--- src/rtl/softex_slot_cache.sv ---
// softex_slot_cache: per-row softmax partial-state cache (running max, running
// denominator) with hardware slot allocation, occupancy tracking and update
// error reporting. Requests see slot state as of the start of their cycle.
module softex_slot_cache #(
  parameter int N_SLOTS        = 8,
  parameter int SLOT_ADDR_BITS = 8,
  parameter int WIDTH_MAX      = 16,
  parameter int WIDTH_DEN      = 32
) (
  input  logic                           clk_i,
  input  logic                           rst_i,
  input  logic                           clear_i,
  input  logic                           req_valid_i,
  output logic                           req_ready_o,
  input  logic                           req_op_i,
  input  logic [SLOT_ADDR_BITS-1:0]      req_addr_i,
  output logic                           rsp_valid_o,
  input  logic                           rsp_ready_i,
  output logic                           rsp_hit_o,
  output logic [SLOT_ADDR_BITS-1:0]      rsp_addr_o,
  output logic [WIDTH_MAX-1:0]           rsp_max_o,
  output logic [WIDTH_DEN-1:0]           rsp_den_o,
  input  logic                           upd_valid_i,
  input  logic                           upd_op_i,
  input  logic [SLOT_ADDR_BITS-1:0]      upd_addr_i,
  input  logic [WIDTH_MAX-1:0]           upd_max_i,
  input  logic [WIDTH_DEN-1:0]           upd_den_i,
  output logic                           upd_err_o,
  output logic [$clog2(N_SLOTS+1)-1:0]   n_used_o,
  output logic                           full_o,
  output logic                           empty_o
);

  localparam int IDX_W = $clog2(N_SLOTS);
  localparam int CNT_W = $clog2(N_SLOTS+1);

  logic [N_SLOTS-1:0]        alloc_q, alloc_d, valid_q, valid_d;
  logic [WIDTH_MAX-1:0]      max_q [N_SLOTS];
  logic [WIDTH_MAX-1:0]      max_d [N_SLOTS];
  logic [WIDTH_DEN-1:0]      den_q [N_SLOTS];
  logic [WIDTH_DEN-1:0]      den_d [N_SLOTS];
  logic                      rsp_valid_q, rsp_valid_d, rsp_hit_q, rsp_hit_d;
  logic [SLOT_ADDR_BITS-1:0] rsp_addr_q, rsp_addr_d;
  logic [WIDTH_MAX-1:0]      rsp_max_q, rsp_max_d;
  logic [WIDTH_DEN-1:0]      rsp_den_q, rsp_den_d;
  logic                      upd_err_q, upd_err_d;
  logic [CNT_W-1:0]          n_used_q, n_used_d;
  logic                      full_q, full_d, empty_q, empty_d;

  logic             req_fire, req_in_range, upd_in_range, load_hit;
  logic             free_found, upd_ok, alloc_ok, free_ok;
  logic [IDX_W-1:0] free_idx, req_idx, upd_idx;

  assign req_ready_o  = !clear_i && (!rsp_valid_q || rsp_ready_i);
  assign req_fire     = req_valid_i && req_ready_o;
  assign req_idx      = req_addr_i[IDX_W-1:0];
  assign upd_idx      = upd_addr_i[IDX_W-1:0];
  assign req_in_range = 32'(req_addr_i) < N_SLOTS;
  assign upd_in_range = 32'(upd_addr_i) < N_SLOTS;
  assign load_hit     = req_in_range && valid_q[req_idx];
  assign free_found   = ~&alloc_q;
  // An update to a slot being allocated this cycle still sees alloc=0 and is rejected.
  assign upd_ok       = upd_valid_i && !clear_i && upd_in_range && alloc_q[upd_idx];
  assign alloc_ok     = req_fire && !req_op_i && free_found;
  assign free_ok      = upd_ok && upd_op_i;

  // Lowest-index free slot, searched on the pre-update alloc map.
  always_comb begin
    free_idx = '0;
    for (int i = N_SLOTS - 1; i >= 0; i--) begin
      if (!alloc_q[i]) free_idx = IDX_W'(i);
    end
  end

  // Slot state, occupancy and error pulse next-state.
  always_comb begin
    alloc_d = alloc_q;
    valid_d = valid_q;
    max_d   = max_q;
    den_d   = den_q;
    if (clear_i) begin
      alloc_d = '0;
      valid_d = '0;
    end else begin
      if (upd_ok) begin
        if (upd_op_i) begin
          alloc_d[upd_idx] = 1'b0;
          valid_d[upd_idx] = 1'b0;
        end else begin
          max_d[upd_idx]   = upd_max_i;
          den_d[upd_idx]   = upd_den_i;
          valid_d[upd_idx] = 1'b1;
        end
      end
      if (alloc_ok) begin
        alloc_d[free_idx] = 1'b1;
        valid_d[free_idx] = 1'b0;
      end
    end
    n_used_d  = clear_i ? '0 : n_used_q + CNT_W'(alloc_ok) - CNT_W'(free_ok);
    full_d    = (n_used_d == CNT_W'(N_SLOTS));
    empty_d   = (n_used_d == '0);
    upd_err_d = upd_valid_i && !clear_i && !upd_ok;
  end

  // Single-entry response register; fields hold while stalled.
  always_comb begin
    rsp_valid_d = rsp_valid_q;
    rsp_hit_d   = rsp_hit_q;
    rsp_addr_d  = rsp_addr_q;
    rsp_max_d   = rsp_max_q;
    rsp_den_d   = rsp_den_q;
    if (clear_i) begin
      rsp_valid_d = 1'b0;
    end else if (req_fire) begin
      rsp_valid_d = 1'b1;
      if (!req_op_i) begin
        rsp_hit_d  = free_found;
        rsp_addr_d = free_found ? SLOT_ADDR_BITS'(free_idx) : '0;
        rsp_max_d  = '0;
        rsp_den_d  = '0;
      end else begin
        rsp_hit_d  = load_hit;
        rsp_addr_d = req_addr_i;
        rsp_max_d  = load_hit ? max_q[req_idx] : '0;
        rsp_den_d  = load_hit ? den_q[req_idx] : '0;
      end
    end else if (rsp_ready_i) begin
      rsp_valid_d = 1'b0;
    end
  end

  // State registers with asynchronous reset.
  always_ff @(posedge clk_i or posedge rst_i) begin
    if (rst_i) begin
      alloc_q     <= '0;
      valid_q     <= '0;
      for (int i = 0; i < N_SLOTS; i++) begin
        max_q[i] <= '0;
        den_q[i] <= '0;
      end
      rsp_valid_q <= 1'b0;
      rsp_hit_q   <= 1'b0;
      rsp_addr_q  <= '0;
      rsp_max_q   <= '0;
      rsp_den_q   <= '0;
      upd_err_q   <= 1'b0;
      n_used_q    <= '0;
      full_q      <= 1'b0;
      empty_q     <= 1'b1;
    end else begin
      alloc_q     <= alloc_d;
      valid_q     <= valid_d;
      max_q       <= max_d;
      den_q       <= den_d;
      rsp_valid_q <= rsp_valid_d;
      rsp_hit_q   <= rsp_hit_d;
      rsp_addr_q  <= rsp_addr_d;
      rsp_max_q   <= rsp_max_d;
      rsp_den_q   <= rsp_den_d;
      upd_err_q   <= upd_err_d;
      n_used_q    <= n_used_d;
      full_q      <= full_d;
      empty_q     <= empty_d;
    end
  end

  assign rsp_valid_o = rsp_valid_q;
  assign rsp_hit_o   = rsp_hit_q;
  assign rsp_addr_o  = rsp_addr_q;
  assign rsp_max_o   = rsp_max_q;
  assign rsp_den_o   = rsp_den_q;
  assign upd_err_o   = upd_err_q;
  assign n_used_o    = n_used_q;
  assign full_o      = full_q;
  assign empty_o     = empty_q;

endmodule

--- config.mk ---
export PLATFORM = sky130hd
export DESIGN_NAME = softex_slot_cache
export DESIGN_NICKNAME = d
export VERILOG_FILES = /design/src/rtl/softex_slot_cache.sv
export SDC_FILE = /design/constraint.sdc
export NUM_CORES = 1
export LEC_CHECK = 0
export CORE_ASPECT_RATIO = 0.6
export CORE_UTILIZATION = 30
export DETAILED_ROUTE_END_ITERATION = 10
export DONT_BUFFER_PORTS = 1
export HOLD_SLACK_MARGIN = 0.1
export PLACE_DENSITY = 0.51
export SYNTH_ARGS = -nofsm -noshare
export SYNTH_HDL_FRONTEND = slang
export SYNTH_SLANG_ARGS = --single-unit
--- constraint.sdc ---
create_clock -name clk_i -period 17.19 [get_ports clk_i]
set_input_delay 5.157 -clock clk_i [delete_from_list [all_inputs] [get_ports clk_i]]
set_output_delay 5.157 -clock clk_i [all_outputs]
set_load 0.1 [all_outputs]
# Word-level counts from Yosys, hierarchy flattened
# Cells that the tools add are included.
# Widths: inputs -> output; s select.
# totals
out_inout_bits,66
reg_bits,465
input_bits,72
elab_cells,124
# op_classes
n_eq_ne,1
n_reduce_logical,24
magnitude_cmp,10
bitwise_logic,11
n_mux,49
n_addsub,2
# op_table
op,n
$bwmux 256,1
$mux 32,5
$bwmux 128,1
$bmux 32 s3,1
$demux 32 s3,1
$mux 8,11
$mux 16,5
$bmux 16 s3,1
$demux 16 s3,1
$mux 3,9
$and 8x8->8,3
$lt 8x4->1 const B,2
$not 8->8,2
$or 8x8->8,2
$logic_and 1x1->1,13
$lt 3x4->1 const B,3
$ge 4x4->1 const B,2
$mux 1,8
$not 3->4,2
$reduce_and 8->1,1
$bmux 1 s3,2
$demux 1 s3,2
$ge 3x1->1 const B,2
$logic_not 1->1,5
other kinds (11),12

# Logic depth before layout (Yosys ltp)
# depth
depth_word,16
ltp_mapped,13
ltp_nobuf,12

# Worst setup path after synthesis
# No wires, ideal clock.
# synth_path
path_kind,input to output
startpoint,input port rsp_ready_i
endpoint,output port req_ready_o
cell_stages,2
t_required_ps,12033
setup_slack_ps,5523
arrival_time_ps,6510
n_path_buf,0
path_cell_list,nor2b_1 nor2_1
# synth_via
elab_chain_cells,2
# synth_lines
element,line,rtl
from (decl),18,"input logic rsp_ready_i,"
$logic_or 1x1->1,54,assign req_ready_o = !clear_i && (!rsp_valid_q || rsp_ready_i);
$logic_and 1x1->1,54,
to (decl),14,"output logic req_ready_o,"
# Every way passes these cells.

# Final worst setup path
# Ends and elaborated chain as after synthesis.

==> impl_metrics.ini <==
[critical_path]
critPathRequiredTime_ps = 12030
rr_worst_depth = 10
rr_endpoint = empty_o
startpoint_type = primary input
arrival_ps = 5850
crit_fanout = 5
r2r_slack_ps = 13220
worstSetupPathType = in2out
cp-end-kind = output port
timing.rr.start = rsp_valid_o

[outcome]
status = complete, no violations

[clock_tree]
ctsLongestPathBuffers = 3
insertion_delay_ps = 600
cts_tree = built
ctsHoldBuffers = 0
cts-root-buf = clkbuf_16
htreeDepth = 2
cts_sinks = 465
numCtsBuffers = 51
post_cts_buffers = 0
post_cts_resized = 0
clk_pin_slew_ps = 60

[finish]
drive_above_1_share_pct = 38.7
antenna_cells = 0
instances_no_fill = 2303
nNetsFinal = 1415
postLayoutCellArea_um2 = 23600
area_growth_pct = 10.8

[synth]
syn_area_per_cell_um2 = 15.6
syn-cell-area_um2 = 21300
ys_ff_latch = 465
synth-edff-count = 0
ys.warnings.count = 0
ys_async_sr_fraction_pct = 100
syn-instance-count = 1364
synth-main-ff-cell = dfrtp_1
syn_nets = 1441
ys_seq_area_share_pct = 54.6
synth_cell_types = 62

[job]
maxCapViolations = 0

[detailed_routing]
vias_per_cell = 4.95
ant_nets = 0
vias = 11406
dr.pass1.iters = 5
wl_mm = 52.0
post_drt_wl_per_cell_um = 22.6
drcViolationCount = 0
dr.first_iter.drc_count = 736

[timing]
relSlewSlack_pct = 26.3
final.min_clock_period_ps = 11000
rsz0062_at_grt = false
final.period_utilization_pct = 64.0
setup_violations = 0
report.final.slew_viol_count = 0
max_freq_ghz = 0.0909
fin_ws_ps = 6190
hold_viol_final = 0
final.setup.tns_ps = 0
max_slew.worst_pin.slew_ps = 1100
clock_skew_ps = 19.6

[placed_design]
port_buffers = 0
dp_hpwl_mm = 28.3
gp_congestion = 0.805
post-place-ws_ps = 6180
place_inst = 2209
dpl-instance-area_um2 = 21900

[worst_hold_path]
min-delay-start = den_q[80]
hold_path_end = den_q[80]
hold_path_class = reg2reg
worstHoldPathCells = 1

[global_routing]
globalRouteOverflowTotal = 0
grt_max_degree = 170
grt_pass1_wl_mm = 81.0
grt_pass1_vias = 12313
track_usage_pct = 14.8
antenna_found_initial = 1

[floorplan]
die_w_um = 346
fp.dieArea_um2 = 72100
coreArea_um2 = 70100
boundaryPins = 138
num_rows = 75
initial_core_util_pct = 30.4
die_h_um = 208

[power_and_ir_drop]
ir_drop_mv = 0.0685
p_leak_nw = 11.4
powerDensity_nw_per_um2 = 97.7
[cell families (layout without fill, tap and decap cells)]
family / Yosys count / in the layout / share of synthesized area (%)
AO/OA/AOI/OAI: 85 / 85 / 2.81
buffers and inverters: 106 / 121 / 3.51
multiplexers: 537 / 537 / 34.5
XOR/XNOR: 3 / 3 / 0.123
AND/OR/NAND/NOR: 163 / 163 / 4.08
flip-flops: 465 / 465 / 54.6
adder cells (fa/ha/maj): 5 / 5 / 0.329
[per-layer routing]
layer / track usage, % / part of all wire, % / up-vias / wire length [um]
met4: 3.69 / 1.9 / 0 / 998
met1: 20.4 / 47 / 6071 / 24300
met5: 0 / 0 / - / 0
met3: 4.44 / 6.6 / 74 / 3420
met2: 22.5 / 45 / 219 / 23300
li1: - / - / 5042 / -
[layout make-up]
class,count,area (um2)
fillers,6717,46500
clock buffers,82,1510
repair buffers,15,125
flip-flops and latches,465,11600
multi-input cells,793,8950
clock inverters,12,181
inverters,12,48.8
well taps,924,1160
[cells in the mapped netlist, types with 2 or more instances]
cell type	number	area [um2]
mux2_2	260	2930
nor3_1	13	65.1
nand4b_1	2	17.5
buf_8	4	60.1
buf_2	13	65.1
nor4_1	5	31.3
mux4_2	99	2230
mux2i_1	53	531
a31oi_1	4	25.0
xnor2_1	2	17.5
buf_1	16	60.1
a21o_1	2	15.0
nand2_1	73	274
and3b_1	2	17.5
o31ai_1	51	383
a21oi_1	10	50.1
inv_1	12	45.0
nand3_1	8	40.0
nor2b_1	8	50.1
o21ai_0	7	35.0
a211oi_1	3	22.5
mux2_1	56	631
dfrtp_1	464	11600
nand4_4	2	42.5
buf_6	8	90.1
mux2_4	69	1040
nand2b_1	3	18.8
nand4_1	5	31.3
buf_4	17	128
ha_1	4	50.1
clkbuf_1	25	93.8
nand3_2	2	20.0
nor2_1	22	82.6
buf_12	10	200
nor4b_1	3	26.3
[report_power, final]
part           internal (mW)  switching, mW
logic                 0.0228         0.0375
registers               1.10         0.0369
clock network          0.649          0.459
[placed cells by master, fill, tap and decap left out, types with 4 or more instances in the layout]
master,count
o21ai_0,7
nand2_1,72
nand4_1,5
nor4_1,5
dfrtp_1,464
nor3_1,13
inv_1,11
mux2_1,56
mux2_2,260
mux2_4,69
clkinv_2,4
buf_4,14
clkbuf_8,12
ha_1,4
a21oi_1,10
clkbuf_1,19
nor2_1,21
nand3_1,8
o31ai_1,51
a31oi_1,4
clkbuf_16,51
mux4_2,99
nor2b_1,8
mux2i_1,53
[worst max path at each step]
| stage | start | to | slack (ps) | depth (start not counted) |
|---|---|---|---|---|
| after floorplan | rsp_ready_i | req_ready_o | 5520 | 2 |
| after global placement | rsp_ready_i | req_ready_o | 6140 | 3 |
| after detailed placement | rsp_ready_i | req_ready_o | 6180 | 3 |
| after CTS | rsp_ready_i | req_ready_o | 6170 | 3 |
| after global routing | rsp_ready_i | req_ready_o | 6120 | 3 |
| final | rsp_ready_i | req_ready_o | 6190 | 3 |
[through the flow]
| step | hold slack [ps] | util (%) | power [mW] |
|---|---|---|---|
| after global placement | 466 | 31.3 | 1.22 |
| after floorplan | 453 | - | 1.22 |
| after global routing | 498 | 33.7 | 2.40 |
| after CTS | 491 | 33.7 | 2.35 |
| final | 487 | 33.7 | 2.31 |
| after detailed placement | 478 | 31.3 | 1.22 |
[critical path, cell delays in order]
cell and delay, ps:
nor2b_1 360, nor2_2 60, buf_4 250
[registers in the layout (all words and copies together) (netlist names)]
signal	cells
upd_err_o	1
rsp_addr_o	8
max_q	128
rsp_valid_o	1
valid_q	8
den_q	256
rsp_hit_o	1
full_o	1
rsp_den_o	32
alloc_q	8
empty_o	1
rsp_max_o	16
n_used_o	4
Power figures use the tool's default switching activity.
